**src/rtl/serial_acc_unit.sv**
```systemverilog
// Bit-serial LSB-first accumulator with LOAD/ADD/SUB/HOLD passes, start/busy/done
// handshake, stall qualifier and signed overflow detection with optional saturation.
module serial_acc_unit #(
  parameter int unsigned WIDTH    = 8,
  parameter bit          SATURATE = 1'b0
) (
  input  logic             i_clk,
  input  logic             i_rst,
  input  logic             i_clr,
  input  logic             i_start,
  input  logic [1:0]       i_mode,
  input  logic             i_bit_en,
  input  logic             i_data_in,
  output logic             o_data_out,
  output logic [WIDTH-1:0] o_acc,
  output logic             o_busy,
  output logic             o_done,
  output logic             o_ovf
);

  localparam int unsigned   CW   = (WIDTH > 2) ? $clog2(WIDTH) : 1;
  localparam logic [CW-1:0] LAST = CW'(WIDTH - 1);

  typedef enum logic {S_IDLE, S_RUN} state_e;
  typedef enum logic [1:0] {
    M_LOAD = 2'b00,
    M_ADD  = 2'b01,
    M_SUB  = 2'b10,
    M_HOLD = 2'b11
  } mode_e;

  state_e           state_q, state_d;
  mode_e            mode_q, mode_d;
  logic [WIDTH-1:0] acc_q, acc_d;
  logic             carry_q, carry_d;
  logic [CW-1:0]    cnt_q, cnt_d;
  logic             ovf_q, ovf_d;
  logic             done_q, done_d;

  logic             arith, a, b, cout, ovf_now, new_bit;
  logic [WIDTH-1:0] shifted, sat_val;

  // One full-adder slice; SUB is acc + ~operand + 1 with the +1 preloaded into carry.
  always_comb begin
    arith   = (mode_q == M_ADD) || (mode_q == M_SUB);
    a       = acc_q[0];
    b       = i_data_in ^ (mode_q == M_SUB);
    cout    = (a & b) | (a & carry_q) | (b & carry_q);
    ovf_now = arith & (carry_q ^ cout);
    case (mode_q)
      M_LOAD:  new_bit = b;
      M_HOLD:  new_bit = a;
      default: new_bit = a ^ b ^ carry_q;
    endcase
    shifted = {new_bit, acc_q[WIDTH-1:1]};
    sat_val = (!a && !b) ? {1'b0, {(WIDTH-1){1'b1}}} : {1'b1, {(WIDTH-1){1'b0}}};
  end

  always_comb begin
    state_d = state_q;
    mode_d  = mode_q;
    acc_d   = acc_q;
    carry_d = carry_q;
    cnt_d   = cnt_q;
    ovf_d   = ovf_q;
    done_d  = 1'b0;
    if (i_clr) begin
      state_d = S_IDLE;
      acc_d   = '0;
      carry_d = 1'b0;
      cnt_d   = '0;
      ovf_d   = 1'b0;
    end else begin
      case (state_q)
        S_IDLE: begin
          if (i_start) begin
            state_d = S_RUN;
            mode_d  = mode_e'(i_mode);
            cnt_d   = '0;
            carry_d = (mode_e'(i_mode) == M_SUB);
            ovf_d   = 1'b0;
          end
        end
        default: begin
          if (i_bit_en) begin
            acc_d = shifted;
            if (arith) carry_d = cout;
            if (cnt_q == LAST) begin
              state_d = S_IDLE;
              done_d  = 1'b1;
              cnt_d   = '0;
              ovf_d   = ovf_now;
              if (SATURATE && ovf_now) acc_d = sat_val;
            end else begin
              cnt_d = cnt_q + CW'(1);
            end
          end
        end
      endcase
    end
  end

  always_ff @(posedge i_clk) begin
    if (i_rst) begin
      state_q <= S_IDLE;
      mode_q  <= M_LOAD;
      acc_q   <= '0;
      carry_q <= 1'b0;
      cnt_q   <= '0;
      ovf_q   <= 1'b0;
      done_q  <= 1'b0;
    end else begin
      state_q <= state_d;
      mode_q  <= mode_d;
      acc_q   <= acc_d;
      carry_q <= carry_d;
      cnt_q   <= cnt_d;
      ovf_q   <= ovf_d;
      done_q  <= done_d;
    end
  end

  assign o_data_out = acc_q[0];
  assign o_acc      = acc_q;
  assign o_busy     = (state_q == S_RUN);
  assign o_done     = done_q;
  assign o_ovf      = ovf_q;

endmodule

```
**config.mk**
```make
export PLATFORM = sky130hd
export DESIGN_NAME = serial_acc_unit
export DESIGN_NICKNAME = d
export VERILOG_FILES = /design/src/rtl/serial_acc_unit.sv
export SDC_FILE = /design/constraint.sdc
export NUM_CORES = 1
export LEC_CHECK = 0
export CORE_MARGIN = 2
export CORE_UTILIZATION = 38
export DETAILED_ROUTE_END_ITERATION = 8
export GPL_ROUTABILITY_DRIVEN = 0
export SLEW_MARGIN = 20
export SYNTH_ARGS = -nofsm -noshare
export SYNTH_HDL_FRONTEND = slang
export SYNTH_SLANG_ARGS = --single-unit
```
**constraint.sdc**
```tcl
create_clock -name i_clk -period 5.1 [get_ports i_clk]
set_clock_uncertainty 0.05 [all_clocks]
set_input_delay 0.765 -clock i_clk [delete_from_list [all_inputs] [get_ports i_clk]]
set_output_delay 0.765 -clock i_clk [all_outputs]
set_load 0.02 [all_outputs]
```
# Word level (Yosys, flattened, before mapping)
# Index checks and enable logic that the tools add are counted.
dict set report op_classes {
  addsub 1
  n_eq_ne 8
  mux 18
  bitwise 13
  n_reduce_logical 10
}
# cell count
set op_table {}
lappend op_table {{1-bit 2-to-1 mux} 13}
lappend op_table {{3-bit 2-to-1 mux} 4}
lappend op_table {{3-bit AND reduction} 3}
lappend op_table {{2-bit equality test (second input constant)} 3}
lappend op_table {{1-bit AND} 4}
lappend op_table {{2-bit by 1-bit inequality test with 1-bit output (second input constant)} 2}
lappend op_table {{2-bit AND reduction} 2}
lappend op_table {{4-bit OR reduction} 1}
lappend op_table {{1-bit XOR} 4}
lappend op_table {{3-bit by 1-bit adder with 3-bit output (second input constant)} 1}
lappend op_table {{3-bit equality test (second input constant)} 1}
lappend op_table {{1-bit inverter} 3}
lappend op_table {{2-bit by 1-bit equality test with 1-bit output (second input constant)} 1}
lappend op_table {{2-bit logical NOT} 1}
lappend op_table {{2-bit inequality test (second input constant)} 1}
lappend op_table {{1-bit bitwise OR} 2}
lappend op_table {{1-bit case mux with 2 select lines} 1}
lappend op_table {{2-bit nonzero test} 1}
lappend op_table {{2-bit OR reduction} 1}
lappend op_table {{1-bit logical OR} 1}
dict set report totals {
  ff_bits 17
  in_bits 8
  output_inout_bits 12
  wordCells 57
}

# Logic depth before layout (Yosys ltp)
# Gate-level depths: netlist (run 1).
dict set report depth {
  word_depth 10
  ltp_mapped 7
  depth_no_buf 7
}

# Worst setup path before layout (run 1)
# No wires, ideal clock.
dict set report synth_timing {
  path_type {in2reg}
  from {input port i_data_in}
  to {register ovf_q, in the netlist o_ovf}
  setup_ps 70
  arrival_time_ps 1826
  required_ps 4980
  setup_slack_ps 3154
  path_stages 5
  path_cell_list {xnor2_1 fa_1 xor2_1 or3_1 a21oi_1}
}
dict set report synth_via {
  elab_chain_len 9
  elab_cells_between_ends 10
}
# item line
set synth_lines {}
lappend synth_lines {{start: declaration} 13} ;# input logic i_data_in,
lappend synth_lines {{1-bit XOR (*)} 47} ;# b = i_data_in ^ (mode_q == M_SUB);
lappend synth_lines {{1-bit AND} 48} ;# cout = (a & b) | (a & carry_q) | (b & carry_q);
lappend synth_lines {{1-bit bitwise OR} 48}
lappend synth_lines {{1-bit bitwise OR (*)} 48}
lappend synth_lines {{1-bit XOR (*)} 49} ;# ovf_now = arith & (carry_q ^ cout);
lappend synth_lines {{1-bit AND (*)} 49}
lappend synth_lines {{1-bit 2-to-1 mux (*)} 88} ;# if (cnt_q == LAST) begin
lappend synth_lines {{1-bit 2-to-1 mux (*)} 85} ;# if (i_bit_en) begin
lappend synth_lines {{1-bit 2-to-1 mux (*)} 74} ;# case (state_q)
lappend synth_lines {{end signal: assignment} 118} ;# ovf_q <= ovf_d;
lappend synth_lines {{end: declaration} 37} ;# logic ovf_q, ovf_d;
# Mark *: on every way between the ends. The rest lies on a longest branch, timed or not. The select of a mux whose other input is x is not followed.
# A chain may end at the register's enable or synchronous reset.

# Final worst setup path (run 1)
dict set report layout_timing {
  from {register state_q, in the netlist o_busy}
  to {output port o_busy}
}
# item line
set layout_rtl {}
lappend layout_rtl {{start: declaration} 32} ;# state_e state_q, state_d;
lappend layout_rtl {{start signal: assignment} 113} ;# state_q <= state_d;
lappend layout_rtl {{end: declaration} 16} ;# output logic o_busy,
# No word-level cell between the ends.

==> out/metrics.cfg, run 1 <==
[synth]
synth_area_um2=816
yosysWarnings=0
ys.flop_type=dfxtp_1
synth_fp_nets=110
yosys-top-cells-count=20 x nand2_1, 17 x dfxtp_1, 14 x a21oi_1, 6 x inv_1
yosys-top-cells-area=dfxtp_1 42%, nand2_1 9.2%, a21oi_1 8.6%, ha_1 7.7%, nor3b_1 3.7%
yosysSeqAreaShare_pct=41.7
yosysTopAreaCell=dfxtp_1
synthArstFlopShare_pct=0
yosysMostFrequentCell=nand2_1
yosysUniqueCellTypes=27
ys_seq_elements=17
synth_edf_count=0
netlist.area_leader.share_pct=41.7
synth_cells=96
syn_avg_cell_area_um2=8.50

[global_route]
grt_pass1_wl_mm=2.66
grt_max_degree=16
grt_pass1_vias=649
grt_overflow_total=0
grt_usage_pct=13.5
antenna_found_initial=0

[power]
ir_drop_v=0.000191
power_density_nw_per_um2=226
power.leakage_nw=0.348

[placed_design]
place_inst=135
port_buffers=19
dpl.hpwl_mm=1.08

[clock_network]
cts_tree=built
htreeDepth=1
ctsHoldBuffers=0
clk_path_buf_depth=2
path_clk_slew_ns=0.10
post_cts_buffers=0
clk_latency_ns=0.28
numCtsBuffers=3
cts.sinks=17
cts-resized-gates=0
root_buffer=clkbuf_4

[drt]
remaining_drc_errors=0
wl_per_cell_um=10.6
avgViaCountPerCell=4.86
firstDrtPassIters=3
ant_nets=0
vias=675
wl_mm=1.47
drt_iter0_drc=2

[setup_path]
path_cells=clkdlybuf4s50_1
required_ns=4.28
worstSetupEndpointType=output port
crit_buf_inv=1
arrival_ns=1.55
start_kind=flop
crit_fanout=12
slowest_delay_ns=0.69
crit_type=flop to output port
slowest_stage=clkdlybuf4s50_1
cp_top_family=buffers and inverters

[floorplanning]
core_um2=2000
rows=16
ios=20
start_util_pct=40.7
die_y_um=50.3
dieArea_um2=2530
dieWidth_um=50.3

[timing]
finalCritPeriodShare_pct=46.4
slew_violations=0
worst_pin_slew_ns=0.541
clock.fmax_mhz=422
hold_viol=0
min_period_ns=2.37
slew_headroom_pct=63.9
rsz0062_at_grt=no
tns_ns=0
final-setup-viol-count=0

[final_layout]
final_layout_size_suffix_gt1_share_pct=5.36
n_antenna_cell=0
final_cells=139
nNetsFinal=127
syn2layout_area_growth_pct=24.8

[flow_run]
drv_cap=0

[status]
outcome=finished, final reports clean

[hold_path]
holdCritPathClass=flop to flop

## sequential cells by signal, indices dropped and copies added, names as in the netlist
register	flops
cnt_q	3
o_done	1
o_ovf	1
mode_q	2
carry_q	1
o_busy	1
o_acc	8
## logic make-up (layout without fill, tap and decap cells)
logic type               Yosys count  count (layout)  synth area share [%]
XOR/XNOR                           2               2                  2.15
AO/OA/AOI/OAI                     20              20                  13.5
flip-flops                        17              17                  41.7
buffers and inverters             13              29                  8.74
AND/OR/NAND/NOR                   38              38                  23.8
adder cells (fa/ha/maj)            6               6                  10.1
## layout make-up
| cell class | count | area, um2 |
|---|---|---|
| inverters | 6 | 22.5 |
| well taps | 27 | 33.8 |
| repair buffers | 19 | 190 |
| clock inverters | 1 | 5.00 |
| multi-input cells | 66 | 404 |
| flip-flops and latches | 17 | 340 |
| clock buffers | 3 | 22.5 |
| fillers | 217 | 983 |
## worst paths after layout
check	start	slack, ns	end	cells after the start
hold / removal	o_acc[5]	0.42	o_acc[4]	2
setup / recovery	o_busy	2.73	o_busy	1
setup reg to reg	mode_q[0]	3.17	o_ovf	7
hold reg to reg	o_acc[5]	0.42	o_acc[4]	2
## routing by layer
| metal | vias to the layer above | GRT usage, % | wire length (um) |
|---|---|---|---|
| met4 | 0 | 1.35 | 4 |
| met3 | 2 | 5.36 | 49 |
| met1 | 307 | 15.4 | 710 |
| met2 | 12 | 24.3 | 707 |
| met5 | - | 0 | 0 |
| li1 | 354 | - | - |
## through the flow
| step | hold WS [ns] | instance area (um2) | worst slack [ns] | total power [mW] | utilization, % |
|---|---|---|---|---|---|
| floorplan | 0.402 | 816 | 3.15 | 0.154 | - |
| global placement | 0.407 | 991 | 2.67 | 0.162 | 49.5 |
| detailed placement | 0.406 | 991 | 2.66 | 0.163 | 49.5 |
| CTS | 0.427 | 1020 | 2.72 | 0.235 | 50.9 |
| global route | 0.457 | 1020 | 2.66 | 0.244 | 50.9 |
| finish | 0.424 | 1020 | 2.73 | 0.230 | 50.9 |
## cells in the final DEF, fill, tap and decap left out, types with 2 or more instances in the layout
cell type | synthesis | final
nand3_1 | 5 | 5
nand2_1 | 20 | 20
o21ai_0 | 2 | 2
nor2_1 | 2 | 2
inv_1 | 6 | 6
dfxtp_1 | 17 | 17
a21oi_1 | 14 | 14
clkdlybuf4s50_1 | 0 | 19
ha_1 | 5 | 5
clkbuf_4 | 0 | 3
or3_1 | 2 | 2
nor3b_1 | 4 | 4
## power by group
group	internal (mW)	total, mW	switching (mW)
combinational	0.0107	0.0228	0.0121
clock	0.0291	0.0710	0.0419
sequential	0.134	0.137	0.00229
total	0.174	0.230	0.0563
Note: power is estimated with default switching activity, not from simulation.
==> inputs of run 2 (changes only) <==
--- a/config.mk
+++ b/config.mk
@@ -9,6 +9,7 @@
 export CORE_UTILIZATION = 38
 export DETAILED_ROUTE_END_ITERATION = 8
 export GPL_ROUTABILITY_DRIVEN = 0
+export PLACE_DENSITY = 0.67
 export SLEW_MARGIN = 20
 export SYNTH_ARGS = -nofsm -noshare
 export SYNTH_HDL_FRONTEND = slang
==> constraint.sdc (replaced) <==
create_clock -name i_clk -period 1.9 [get_ports i_clk]
set_clock_uncertainty 0.05 [all_clocks]
set_input_delay 0.285 -clock i_clk [delete_from_list [all_inputs] [get_ports i_clk]]
set_output_delay 0.285 -clock i_clk [all_outputs]
set_load 0.02 [all_outputs]
==> run 2 against run 1 <==
  * Clock power increased to 2.6 times the previous value
  * Largest cell class unchanged
  * Power increased to 2.7 times the previous value
  * Final cell count increased by 2.2%
  * Sequential cell count unchanged
  * Critical path depth increased by 6
  * Design area increased by 3.2%
  * Hold slack improved by 0.00082 ns
==> out/metrics.cfg, run 2 (synthesis gave the netlist of run 1 again) <==
[global_route]
grt_util_met1_pct=15.1  ; -0.29 points
grt_pass1_wl_mm=2.52  ; -5.4%
use_met2_pct=22.1  ; -2.2 points
grt_pass1_vias=633  ; -2.5%
grt_overflow_total=0  ; unchanged
grt-busiest-layer=met2
grt_max_degree=16  ; unchanged
antenna_found_initial=0  ; unchanged
gr-usage-met3_pct=2.68  ; -2.7 points
grt_usage_pct=12.9  ; -0.54 points

[final_layout]
syn2layout_area_growth_pct=28.8
largest_register_ffs=8  ; unchanged
final_cells=142  ; +2.2%
multi_input_area_um2=414  ; +2.5%
nNetsFinal=130  ; +2.4%
fin_area_um2=1050  ; +3.2%
regArea_um2=342  ; +0.37%
utilization_pct=52.5  ; +1.6 points
n_fill_cell=202  ; -6.9%
final_common_cell=nand2_1
final_layout_size_suffix_gt1_share_pct=9.57  ; +4.2 points
n_antenna_cell=0  ; unchanged
most-common-layout-cells=20 x nand2_1, 19 x clkdlybuf4s50_1, 16 x dfxtp_1

[floorplanning]
rows=16  ; unchanged
die_y_um=50.3  ; unchanged
dieArea_um2=2530  ; unchanged
dieWidth_um=50.3  ; unchanged
start_util_pct=40.7  ; unchanged
core_um2=2000  ; unchanged
ios=20  ; unchanged

[drt]
vias=684  ; +1.3%
wl_mm=1.48  ; +0.61%
wl_per_cell_um=10.4  ; -1.5%
remaining_drc_errors=0  ; unchanged
drt_iter0_drc=7  ; +5
firstDrtPassIters=4  ; +1
ant_nets=0  ; unchanged
avgViaCountPerCell=4.82  ; -0.81%

[timing]
finalCritPeriodShare_pct=95.7
final-setup-viol-count=0  ; unchanged
slew_headroom_pct=65.1  ; +1.2 points
min_period_ns=1.82
tns_ns=0  ; unchanged
hold_viol=0  ; unchanged
worst_pin_slew_ns=0.523  ; -0.0184 ns
clock.fmax_mhz=550
slew_violations=0  ; unchanged

[setup_path]
required_ns=2.07  ; -2.21 ns
r2r_setup_slack_ns=0.08  ; -3.09 ns
start_kind=flop
arrival_ns=1.98  ; +0.43 ns
worstSetupEndpointType=flop
crit_type=flop to flop
crit_fanout=2  ; -10

[clock_network]
numCtsBuffers=3  ; unchanged
htreeDepth=1  ; unchanged
clk_latency_ns=0.28  ; about the same
path_clk_slew_ns=0.10  ; about the same
cts_tree=built
cts.sinks=17  ; unchanged
root_buffer=clkbuf_4
clk_path_buf_depth=2  ; unchanged

[flow_run]
drv_cap=0  ; unchanged

[placed_design]
dpl.hpwl_mm=1.14  ; +5.3%
place_inst=137  ; +1.5%
dpl_cell_area_um2=1010  ; +1.5%
port_buffers=19  ; unchanged

[power]
power_density_nw_per_um2=592  ; +160%
ir_drop_v=0.000388  ; +100%
finalPower_mw=0.623  ; +170%
power.leakage_nw=0.365  ; +5.1%

[hold_path]
holdCritPathClass=flop to flop

[status]
outcome=finished, final reports clean

## run 2: cell count changes in the layout (fill, tap and decap cells not counted)
cell | before | now
dfxtp_2 | 0 | 1
xnor2_2 | 0 | 1
clkinv_2 | 1 | 0
dfxtp_1 | 17 | 16
xnor2_1 | 1 | 0
buf_4 | 0 | 3
fa_1 | 1 | 0
fa_2 | 0 | 1
clkbuf_1 | 0 | 1
## run 2: power by group
part	switching, mW	total [mW]	internal [mW]
clock	0.107	0.188	0.0815
combinational	0.0367	0.0702	0.0335
sequential	0.00306	0.364	0.361
total	0.147	0.623	0.476
## run 2: layer usage
metal	share of wire (%)	wire length, um	up-vias
met5	0	0	-
met2	47	694	18
li1	-	-	358
met3	5.0	74	4
met4	1.6	23	0
met1	47	690	304
## run 2: cell type report
| class | count | area share (%) |
|---|---|---|
| Inverter | 6 | 2.14 |
| Clock buffer | 4 | 2.50 |
| Multi-Input combinational cell | 66 | 39.4 |
| Tap cell | 27 | 3.21 |
| Timing Repair Buffer | 22 | 20.2 |
| Sequential cell | 17 | 32.5 |
## run 2: timing repair
item / in CTS / in global routing
gates resized for setup: 1 / 2
endpoints found under the setup margin: 1 / 2
hold buffers: 0 / 0
setup buffers: 0 / 1
## run 2: critical path: stages (launching register included)
cell and delay (ns):
dfxtp_2 0.33, inv_1 0.05, ha_1 0.22, xnor2_2 0.16, fa_2 0.36, xor2_1 0.15, or3_1 0.30, a21oi_1 0.14
## run 2: worst paths after layout
check / cells after the start / start / to
max reg2reg: 7 / mode_q[0] / o_ovf
max: 7 / mode_q[0] / o_ovf
min: 2 / o_acc[3] / o_acc[2]
min reg2reg: 2 / o_acc[3] / o_acc[2]
## run 2: metrics by stage
stage               hold WS, ns  setup slack [ns]
floorplan                 0.304             0.132
global placement          0.404           -0.0484
detailed placement        0.413            -0.110
CTS                       0.426            0.0292
global route              0.452          -0.00482
finish                    0.424            0.0816
